## config.mk

```make
export PLATFORM = sky130hd
export DESIGN_NAME = adc_pkt_builder
export DESIGN_NICKNAME = d
export VERILOG_FILES = /design/src/rtl/adc_pkt_builder.sv
export SDC_FILE = /design/constraint.sdc
export NUM_CORES = 1
export LEC_CHECK = 0
export ABC_CLOCK_PERIOD_IN_PS = 5350
export BUFFER_PORTS_ARGS = -buffer_cell sky130_fd_sc_hd__buf_2
export CAP_MARGIN = 20
export CORE_ASPECT_RATIO = 1.5
export CORE_MARGIN = 5
export CORE_UTILIZATION = 30
export CTS_CLUSTER_SIZE = 8
export DETAILED_ROUTE_END_ITERATION = 10
export SLEW_MARGIN = 10
export SYNTH_ARGS = -nofsm -noshare
export SYNTH_HDL_FRONTEND = slang
export SYNTH_SLANG_ARGS = --single-unit
export TNS_END_PERCENT = 100
```

## constraint.sdc

```tcl
create_clock -name clk -period 5.35 [get_ports clk]
set_input_delay 1.07 -clock clk [delete_from_list [all_inputs] [get_ports clk]]
set_output_delay 1.07 -clock clk [all_outputs]
set_load 0.05 [all_outputs]
```

## src/rtl/adc_pkt_builder.sv

```systemverilog
// Packet sequencer for one digitizer channel: header, formatted ADC data words, XOR checksum.
// Optional build macro ADC_PKT_OVR_LSB_EN keeps each sample's overrange flag in lane bit 0.
module adc_pkt_builder #(
    parameter int NPAIR  = 4,
    parameter int SW     = 12,
    parameter int LANE_W = 16,
    localparam int PW    = 2 * (SW + 1),
    localparam int OUT_W = 2 * NPAIR * LANE_W
) (
    input  logic                  clk,
    input  logic                  rst,
    input  logic                  start,
    input  logic [23:0]           fill_num,
    input  logic [22:0]           burst_start_adr,
    input  logic [20:0]           num_fill_bursts,
    input  logic [15:0]           channel_tag,
    input  logic [1:0]            fill_type,
    input  logic [NPAIR*PW-1:0]   dat,
    input  logic                  dat_valid,
    output logic                  dat_ready,
    output logic [OUT_W-1:0]      out_dat,
    output logic                  out_valid,
    input  logic                  out_ready,
    output logic                  out_last,
    output logic                  busy,
    output logic [15:0]           ovr_cnt
);

    typedef enum logic [1:0] {
        ST_IDLE = 2'd0,
        ST_HDR  = 2'd1,
        ST_DATA = 2'd2,
        ST_CSUM = 2'd3
    } state_t;

    state_t             state_reg;
    logic [OUT_W-1:0]   out_dat_reg;
    logic               out_valid_reg;
    logic               out_last_reg;
    logic               busy_reg;
    logic [15:0]        ovr_cnt_reg;
    logic [OUT_W-1:0]   csum_reg;
    logic [20:0]        n_bursts_reg;
    logic [20:0]        word_cnt_reg;

    logic [OUT_W-1:0]   hdr_word;
    logic [OUT_W-1:0]   fmt_word;
    logic [2*NPAIR-1:0] ovr_bits;
    logic [15:0]        ovr_sum;
    logic [16:0]        ovr_total;
    logic               reg_free;
    logic               dat_accept;
    logic               last_word;

    assign reg_free   = !out_valid_reg || out_ready;
    assign dat_ready  = (state_reg == ST_DATA) && reg_free;
    assign dat_accept = dat_valid && dat_ready;
    // Compare with one extra bit so a full-range burst count never wraps.
    assign last_word  = (({1'b0, word_cnt_reg} + 22'd1) == {1'b0, n_bursts_reg});

    assign out_dat   = out_dat_reg;
    assign out_valid = out_valid_reg;
    assign out_last  = out_last_reg;
    assign busy      = busy_reg;
    assign ovr_cnt   = ovr_cnt_reg;

    always_comb begin
        hdr_word                = '0;
        hdr_word[23:0]          = fill_num;
        hdr_word[57:32]         = {burst_start_adr, 3'b000};
        hdr_word[84:64]         = num_fill_bursts;
        hdr_word[111:96]        = channel_tag;
        hdr_word[113:112]       = fill_type;
        hdr_word[OUT_W-1 -: 2]  = 2'b01;
    end

    genvar gi;
    generate
        for (gi = 0; gi < NPAIR; gi++) begin : g_pair
            logic [PW-1:0] pair;
            logic [SW-1:0] s_even;
            logic [SW-1:0] s_odd;
            assign pair   = dat[PW*gi +: PW];
            assign s_even = pair[SW:1];
            assign s_odd  = pair[2*SW+1:SW+2];
            assign ovr_bits[2*gi]   = pair[0];
            assign ovr_bits[2*gi+1] = pair[SW+1];
`ifdef ADC_PKT_OVR_LSB_EN
            assign fmt_word[LANE_W*(2*gi) +: LANE_W] =
                {{(LANE_W-SW){s_even[SW-1]}}, s_even[SW-2:0], pair[0]};
            assign fmt_word[LANE_W*(2*gi+1) +: LANE_W] =
                {{(LANE_W-SW){s_odd[SW-1]}}, s_odd[SW-2:0], pair[SW+1]};
`else
            assign fmt_word[LANE_W*(2*gi) +: LANE_W] =
                {{(LANE_W-SW){s_even[SW-1]}}, s_even};
            assign fmt_word[LANE_W*(2*gi+1) +: LANE_W] =
                {{(LANE_W-SW){s_odd[SW-1]}}, s_odd};
`endif
        end
    endgenerate

    always_comb begin
        ovr_sum = '0;
        for (int i = 0; i < 2 * NPAIR; i++) begin
            ovr_sum = ovr_sum + 16'(ovr_bits[i]);
        end
        ovr_total = {1'b0, ovr_cnt_reg} + {1'b0, ovr_sum};
    end

    always_ff @(posedge clk) begin
        if (rst) begin
            state_reg     <= ST_IDLE;
            out_dat_reg   <= '0;
            out_valid_reg <= 1'b0;
            out_last_reg  <= 1'b0;
            busy_reg      <= 1'b0;
            ovr_cnt_reg   <= '0;
            csum_reg      <= '0;
            n_bursts_reg  <= '0;
            word_cnt_reg  <= '0;
        end else begin
            case (state_reg)
                ST_IDLE: begin
                    if (start) begin
                        n_bursts_reg  <= num_fill_bursts;
                        word_cnt_reg  <= '0;
                        ovr_cnt_reg   <= '0;
                        out_dat_reg   <= hdr_word;
                        csum_reg      <= hdr_word;
                        out_valid_reg <= 1'b1;
                        busy_reg      <= 1'b1;
                        state_reg     <= ST_HDR;
                    end
                end
                ST_HDR: begin
                    if (out_ready) begin
                        out_valid_reg <= 1'b0;
                        state_reg     <= (n_bursts_reg == '0) ? ST_CSUM : ST_DATA;
                    end
                end
                ST_DATA: begin
                    if (dat_accept) begin
                        out_dat_reg   <= fmt_word;
                        out_valid_reg <= 1'b1;
                        csum_reg      <= csum_reg ^ fmt_word;
                        word_cnt_reg  <= word_cnt_reg + 21'd1;
                        ovr_cnt_reg   <= ovr_total[16] ? 16'hFFFF : ovr_total[15:0];
                        if (last_word) begin
                            state_reg <= ST_CSUM;
                        end
                    end else if (out_ready) begin
                        out_valid_reg <= 1'b0;
                    end
                end
                ST_CSUM: begin
                    // out_last marks that the checksum already sits in the output register.
                    if (!out_last_reg) begin
                        if (reg_free) begin
                            out_dat_reg   <= csum_reg;
                            out_valid_reg <= 1'b1;
                            out_last_reg  <= 1'b1;
                        end
                    end else if (out_ready) begin
                        out_valid_reg <= 1'b0;
                        out_last_reg  <= 1'b0;
                        busy_reg      <= 1'b0;
                        state_reg     <= ST_IDLE;
                    end
                end
                default: state_reg <= ST_IDLE;
            endcase
        end
    end

endmodule

```

---- After elaboration in Yosys (flattened, before gate mapping) ----
Cells that the tools add are included.
storage, ports and cells
  RAM bits ................................ 0
  word-level logic and storage cells ...... 82
  memories kept ........................... 0
  memory bits (read-only) ................. 0
  latch bits .............................. 0
  flip-flop bits (word level) ............. 319
operators by class
  reduce and logical (&&, ||, !) cells .... 15
  add/subtract/negate cells ............... 10
  muxes and demuxes ....................... 34
  order comparisons ....................... 0
  shift-type cells ........................ 0
  equal/unequal tests ..................... 13
  multipliers ............................. 0
  bitwise gates (word level) .............. 1
  div/mod/pow operators ................... 0
operators by type and width
  operator                                       count
  2-to-1 mux 128 bit                             5
  one-hot mux 128 bit (3 select lines)           1
  one-hot mux 128 bit (2 select lines)           1
  XOR 128 bit                                    1
  2-to-1 mux 16 bit                              3
  2-to-1 mux 21 bit                              2
  one-hot mux 21 bit (2 select lines)            1
  one-hot mux 16 bit (2 select lines)            1
  adder 21 x 1 -> 22 bit, second input constant  1
  equality test 22 x 21 -> 1 bit                 1
  adder 21 x 1 -> 21 bit, second input constant  1
  logical NOT 21 bit                             1
  adder 16 x 8 -> 17 bit                         1
  != test 2 bit, second input constant           8
  2-to-1 mux 2 bit                               6
  2-to-1 mux 1 bit                               11
  adder 7 x 1 -> 8 bit                           1
  one-hot mux 2 bit (4 select lines)             1
  adder 6 x 1 -> 7 bit                           1
  adder 5 x 1 -> 6 bit                           1
  AND reduction 6 bit                            1
  adder 4 x 1 -> 5 bit                           1
  AND reduction 5 bit                            1
  adder 3 x 1 -> 4 bit                           1
  16 further kinds                               20

---- Longest topological paths before layout ----
  depth after elaboration ................. 11
  gate-level depth with buffers ........... 16

---- Worst setup path before layout ----
OpenSTA, ideal clock, no wires.
  kind .................................... input port to flip-flop
  start ................................... in dat[0]
  end ..................................... reg ovr_cnt_reg[8] (netlist: ovr_cnt[8])
  path slack .............................. 456 ps
  path buffers ............................ 1
  data arrival time ....................... 4,809 ps
  stages on the path ...................... 16
  required time ........................... 5,264 ps
  cells stage by stage .................... fa_1 inv_1 fa_1 fa_1 fa_1 inv_1 fa_1 a21o_1 a21o_1 nand2_1 or3_1 or3_1 clkbuf_1 nand2_1 o21ai_0 a211oi_1
between the ends
  word-level cells in the longest chain between the ends .. 11
RTL lines
  element                              RTL line  source
  start, declared                      18        input logic [NPAIR*PW-1:0] dat,
  adder 1 x 1 -> 2 bit                 105       ovr_sum = ovr_sum + 16'(ovr_bits[i]);
  adder 2 x 1 -> 3 bit                 105
  adder 3 x 1 -> 4 bit                 105
  adder 4 x 1 -> 5 bit                 105
  adder 5 x 1 -> 6 bit                 105
  adder 6 x 1 -> 7 bit                 105
  adder 7 x 1 -> 8 bit                 105
  adder 16 x 8 -> 17 bit               107       ovr_total = {1'b0, ovr_cnt_reg} + {1'b0, ovr_sum};
  2-to-1 mux 16 bit                    147       ovr_cnt_reg <= ovr_total[16] ? 16'hFFFF : ovr_total[15:0];
  2-to-1 mux 16 bit                    142       if (dat_accept) begin
  one-hot mux 16 bit (2 select lines)  122       case (state_reg)
  end signal, assigned                 147
  end, declared                        41        logic [15:0] ovr_cnt_reg;
Every way passes these cells. The select of a mux whose other input is x is not followed.
A chain may end at the register's enable or synchronous reset.

---- Worst setup path after layout ----
Ends and elaborated chain as after synthesis.

==> results.txt <==
Outcome: completed
RSZ-0062 raised after global routing: no
Mapped Cells: 2004
Final ANT Viol Nets: 0
Post-DP HPWL: 34.8 mm
Synthesized area per cell: 7.61 um^2
Clock latency on the worst-skew pair: 0.57 ns
Hold Fails Final Rpt: 0
Post-CTS Setup Bufs: 0
Cell area after layout: 18700 um^2
First-pass GRT wire length: 81.0 mm
Met3 Use GR: 3.90%
Resized cells post-CTS: 0
Clock tree buffer depth: 3
Most common cell in the netlist: nor2_1
Vias/cell: 5.31
Nets: 2462
Initial antenna violation count: 13
Layout area overhead: 22.8%
Die W: 194 um
Static leakage: 7.64 nW
CTS sink count: 319
Hold Slack: 0.469 ns
H-Tree Depth: 2
CTS tree: done
Die area: 55500 um^2
Grt ovf: 0
Largest net degree at the start of global routing: 133
GRT busiest layer: met2
Cell Pwr Density: 596 nW/um^2
Max-slew headroom: 29.3%
EDFF count, synth: 0
Top cell type's share of synthesized area: 41.9%
Layout Skew: 0.0543 ns
Die Y: 286 um
Area leader, netlist: dfxtp_1
Layout cell share with drive strength beyond 1: 19.1%
Drt pass-1 iters: 5
Peak supply drop: 0.399 mV
Grt met1 use: 20.9%
Sequential fraction of the synthesis area: 41.9%
Cell Area, Placed: 17500 um^2
Setup Crit Path Kind: in2reg
Arrival time at the worst endpoint: 5.20 ns
DRC errors left: 0
Commonest cells in the netlist: 367 x nor2_1, 319 x dfxtp_1, 305 x nand2_1
Synth cell types: 62
Port bufs: 342
FFs w/ async S/R, synth: 0%
Placed Instances: 2871
Mapped Area: 15300 um^2
WL per Instance: 17.7 um
Total Wirelength: 51.8 mm
Cell row count: 101
CP Capture Type: register
Vias: 15600
RD Place Congestion: 0.883
Startpoint types: input port
Final setup viols: 0
Clk slew on worst S/H paths: 0.05 ns
Synth area leaders: dfxtp_1 42%, nor2_1 9.0%, nand2_1 7.5%
Required time worst endpoint: 5.77 ns
Vias in the first global route: 15100
Starting Density: 30.2%
Clock root cell: clkbuf_16
Yosys reg bits: 319
# Max-Cap Violations: 0
Total power: 11.2 mW
Worst slew pin tran: 1.06 ns
Hold Path Class: reg2reg
Final min period: 4.77 ns
Syn nets: 2216
Number of CTS-inserted buffers: 46
Met2 usage: 29.6%
DR iter-0 viols: 1000
Crit-path max FO: 9
Cts hold-fix bufs: 0
Max Slew Vio Count: 0
Ys Warns: 0
# IOs: 343
Fmax: 210 MHz
Top FF cell, synth: dfxtp_1
Final period util: 89.2%
Setup TNS: 0 ns
Overall routing resource usage: 17.4%
Post-route insts no fill: 2936
Core area: 50500 um^2
-- cells in the final DEF (no fill, tap or decap), drive strengths merged, types with 8 or more instances in the layout --
master / instances
nand4: 12
a311oi: 23
clkbuf: 49
diode: 12
xnor2: 15
nand2: 305
nor3: 45
a221oi: 72
a31oi: 8
inv: 24
xor2: 48
o21ai: 201
a22oi: 88
nor2: 367
or3: 11
o2111ai: 15
a21oi: 97
dfxtp: 319
a211oi: 75
nand3: 17
nor4: 10
buf: 361
ha: 12
-- metrics by stage --
| stage | setup WS (ns) | util [%] |
|---|---|---|
| after floorplan | 0.456 | - |
| after global placement | 0.161 | 34.5 |
| after detailed placement | 0.0273 | 34.5 |
| after CTS | 0.588 | 37.0 |
| after global routing | 0.429 | 37.0 |
| final | 0.578 | 37.0 |
-- critical path, cell delays in order --
cell,delay [ns]
buf_2,0.11
fa_1,0.53
inv_1,0.05
fa_1,0.50
fa_1,0.43
fa_1,0.39
inv_1,0.08
fa_1,0.20
a21o_1,0.12
a21o_1,0.12
nand2_1,0.11
or3_1,0.46
or3_1,0.52
nand2_1,0.15
o21ai_0,0.09
a211oi_1,0.28
-- power breakdown --
part | leakage [nW] | internal [mW] | switching, mW | total, mW
Combinational | 4.41 | 1.42 | 3.42 | 4.84
Clock | 0.611 | 1.54 | 1.08 | 2.62
Sequential | 2.62 | 3.17 | 0.526 | 3.70
Total | 7.64 | 6.13 | 5.03 | 11.2
-- final timing paths --
path	startpoint	endpoint	slack, ns	cells after the start
worst min register to register	ovr_cnt[2]	ovr_cnt[2]	0.47	2
worst min-delay path	ovr_cnt[2]	ovr_cnt[2]	0.47	2
worst max register to register	ovr_cnt[0]	ovr_cnt[8]	1.38	14
worst max-delay path	dat[0]	ovr_cnt[8]	0.58	16
-- cell families (layout without fill, tap and decap cells) --
| logic type | after synthesis | count (layout) | share of synthesized area [%] |
|---|---|---|---|
| AND/OR/NAND/NOR | 801 | 801 | 21.7 |
| adder cells (fa/ha/maj) | 17 | 17 | 1.64 |
| buffers and inverters | 187 | 438 | 4.65 |
| AO/OA/AOI/OAI | 613 | 613 | 26.3 |
| XOR/XNOR | 63 | 63 | 3.62 |
| flip-flops | 319 | 319 | 41.9 |
| multiplexers | 4 | 4 | 0.279 |
| other | 0 | 12 | 0 |
-- routing by layer --
layer / up-vias / part of all wire [%]
met5: - / 0.025
met2: 532 / 47
met1: 7316 / 41
met4: 2 / 5.0
met3: 136 / 6.6
li1: 7606 / -
-- cell type report --
| type | instances | area [um^2] |
|---|---|---|
| antenna | 12 | 30.0 |
| clock buffer | 48 | 1170 |
| clock inverter | 5 | 76.3 |
| fill | 5258 | 31800 |
| inverter | 23 | 91.3 |
| multi-input combinational | 1498 | 8220 |
| sequential | 319 | 6390 |
| tap | 669 | 837 |
| timing repair buffer | 362 | 1920 |
(Power assumes the default switching activity.)
